===== config.mk =====
export PLATFORM = sky130hd
export DESIGN_NAME = vit_min_state
export DESIGN_NICKNAME = d
export VERILOG_FILES = /design/src/rtl/vit_pkg.sv /design/src/rtl/vit_min_state.sv
export SDC_FILE = /design/constraint.sdc
export NUM_CORES = 1
export LEC_CHECK = 0
export CAP_MARGIN = 20
export CORE_ASPECT_RATIO = 0.6
export CORE_MARGIN = 5
export CORE_UTILIZATION = 35
export DETAILED_ROUTE_END_ITERATION = 7
export GPL_TIMING_DRIVEN = 0
export PLACE_DENSITY_LB_ADDON = 0.05
export SLEW_MARGIN = 0
export SYNTH_ARGS = -nofsm -noshare
export SYNTH_HDL_FRONTEND = slang
export SYNTH_SLANG_ARGS = --single-unit
export TNS_END_PERCENT = 20

===== constraint.sdc =====
create_clock -name vclk -period 11.8
set_input_delay 2.36 -clock vclk [all_inputs]
set_output_delay 2.36 -clock vclk [all_outputs]
set_load 0.1 [all_outputs]

===== src/rtl/vit_pkg.sv =====
// vit_pkg: FSM encoding, state-count derivation and trellis predecessor rule for the Viterbi slice.
// Latency: n/a (types and pure functions only).
// Backpressure: n/a.
package vit_pkg;

  localparam logic [1:0] ST_IDLE  = 2'd0;
  localparam logic [1:0] ST_TRACE = 2'd1;
  localparam logic [1:0] ST_OUT   = 2'd2;

  typedef enum logic [1:0] {
    IDLE  = ST_IDLE,
    TRACE = ST_TRACE,
    OUT   = ST_OUT
  } vit_state_e;

  // Number of trellis states for constraint length k.
  function automatic int vit_num_states(input int k);
    return 1 << (k - 1);
  endfunction

  // Width of a state index for constraint length k.
  function automatic int vit_state_width(input int k);
    return k - 1;
  endfunction

  // Predecessor of state s given its survivor decision d: {d, s[sw-1:1]}.
  // The ACS array uses the same rule to define what a decision bit means.
  function automatic logic [31:0] vit_pred(input logic [31:0] s, input logic d, input int sw);
    logic [31:0] dv;
    dv = {31'd0, d};
    return (dv << (sw - 1)) | (s >> 1);
  endfunction

endpackage


===== src/rtl/vit_min_state.sv =====
// vit_min_state: argmin over NS unsigned path metrics, lowest index wins ties.
// Latency: purely combinational.
// Backpressure: none.
module vit_min_state
  import vit_pkg::*;
#(
  parameter int NS = 8,
  parameter int MW = 4,
  parameter int SW = 3
) (
  input  logic [NS*MW-1:0] pm_i,
  output logic [SW-1:0]    min_idx_o
);

  // Linear scan; strict less-than keeps the earliest index on equal metrics.
  always_comb begin
    logic [MW-1:0] best;
    best      = pm_i[0 +: MW];
    min_idx_o = '0;
    for (int s = 1; s < NS; s++) begin
      if (pm_i[s*MW +: MW] < best) begin
        best      = pm_i[s*MW +: MW];
        min_idx_o = SW'(s);
      end
    end
  end

endmodule


==> results_dict.tcl <==
set metrics [dict create \
    run_status "complete, but fails checks" \
    violations "setup timing" \
    max_cap_violations 0 \
    p_int_uw 121 \
    crit_start "pm_i[1]" \
    place.gp.congestion 0.826 \
    cp_common_cell "ha_4" \
    fp.dieH_um 54.6 \
    min_period_over_period 1.07 \
    grt_usage 0.252 \
    crit_family "compound AO/OA/AOI/OAI gates" \
    nClkBuffers 0 \
    dieArea_um2 4610 \
    die_w_um 84.4 \
    multiInputGateArea_um2 1430 \
    timing.critical_path.to_type "output pin" \
    ios 35 \
    period_needed_ps 12620 \
    grt_max_degree 10 \
    power_density_nw_per_um2 89.5 \
    fmax_mhz 79.3 \
    slew_headroom 0.595 \
    wl_um 6340 \
    drv_slew 0 \
    final_common_cell "buf_4" \
    final_core_util 0.813 \
    antennaDiodeCount 0 \
    setup_slack_ps -816 \
    fillers 157 \
    crit_arrival_ps 10260 \
    synth_nets 216 \
    synth.area.top_cells "ha_1 (25%), inv_1 (9.0%), nand2_1 (4.8%)" \
    initial_utilization 0.361 \
    cpPeakStageDelay_ps 340 \
    vias_per_cell 5.87 \
    finalSetupViolCount 3 \
    crit_required_ps 9440 \
    p_total_uw 235 \
    syn_inst 161 \
    nets 337 \
    grt-ovfl-total 0 \
    synth_area_um2 1160 \
    ir_drop_uv 64.6 \
    yosys_warnings 0 \
    std_cell_rows 16 \
    cp_max_fo 6 \
    critPathKind "in -> out" \
    p_leak_uw 0.00122 \
    hp-start "pm_i[28]" \
    layout-drive-gt1-share 0.568 \
    crit_path_top_delay_cell "mux2_4" \
    dp_hpwl_um 3050 \
    start_kind "input port" \
    stdcell_area_um2 2620 \
    routedWlPerCell_um 19.5 \
    n_sequential_cell 0 \
    seq_area_frac_synth 0 \
    place_area_um2 1760 \
    layout.area.seq_um2 0 \
    ant_nets 0 \
    comb_power_share 1.000 \
    port-buffer-count 35 \
    worst_pin_slew_ps 608 \
    hold_path_class "in -> out" \
    clkPwrFrac 0 \
    pwr-share-seq 0 \
    dp_slack_ps -2550 \
    p_switching_uw 113 \
    area_growth_pct 125 \
    finalHoldViolCount 0 \
    antenna_found_initial 0 \
    netSwitchingFraction 0.484 \
    grt_first_pass_wirelength_um 9070 \
    syn_avg_cell_area_um2 7.22 \
    grt_setup_unrepaired "true" \
    coreArea_um2 3220 \
    yosysTopAreaCellShare 0.248 \
    mostFrequentLayoutCells "buf_4 (84), clkdlybuf4s50_1 (24), inv_1 (22)" \
    dr.pass1.iters 5 \
    grt_pass1_vias 1781 \
    first_iter_violations 216 \
    cp_num_buf_inv 7 \
    yosysUniqueCellTypes 47 \
    drc 0 \
    cts_hold_buf 0 \
    yosysTopAreaCell "ha_1" \
    vias 1907 \
]
## timing repair
item                                    in CTS  in global routing
endpoints found under the setup margin       3                  3
resized for setup                           88                 16
setup buffers                               73                 16
pin swaps                                   29                 24
## metrics by stage
| step | hold slack [ps] | TNS [ps] | instances |
|---|---|---|---|
| global route | 5820 | -3220 | 325 |
| floorplan | 5280 | -596 | 161 |
| global placement | 6530 | -7340 | 241 |
| detailed placement | 6540 | -7600 | 241 |
| CTS | 5740 | -1100 | 311 |
| finish | 5820 | -2430 | 325 |
## area by class of cell
class                      count  area share
tap                           45      0.0215
inverter                      28      0.0449
timing repair buffer         119       0.390
multi-input combinational    133       0.544
## tightest hold or removal path: cells and delay by family
| family | cells | cell delay (ps) |
|---|---|---|
| compound gates | 3 | 370 |
| buf+inv | 2 | 660 |
| simple gates | 1 | 70 |
## path summary, 6_finish.rpt
path	endpoint	slack (ps)	cells after the start
min	min_idx_o[0]	5820	6
max	min_idx_o[1]	-820	46
## logic make-up after synthesis
| family | synth area share |
|---|---|
| compound gates | 0.380 |
| simple gates | 0.189 |
| buf+inv | 0.0904 |
| fa+ha+maj | 0.248 |
| mux | 0.0926 |
## power groups by stage
stage	logic, µW	registers [µW]	clock network, µW
finish	235	0	0
global route	246	0	0
CTS	204	0	0
detailed placement	133	0	0
global placement	130	0	0
floorplan	99.4	0	0
## metal layers
| layer | part of all wire | track usage |
|---|---|---|
| met2 | 0.45 | 0.442 |
| met3 | 0.094 | 0.0421 |
| met1 | 0.40 | 0.314 |
| met4 | 0.051 | 0.105 |
| met5 | 0 | 0 |
## cell usage after synthesis (all sizes together) (2+ instances only)
cell type and n:
inv 28, ha 23, nand2 16, o21ai 11, a21oi 10, nor2 8, nor2b 6, mux2i 5
o211ai 5, a211oi 4, a21o 4, mux2 4, nand3 3, nor3 3, o21ba 3, a2bb2oi 2
a31oi 2, o2111ai 2, o211a 2, o22ai 2
(Power assumes the default switching activity.)
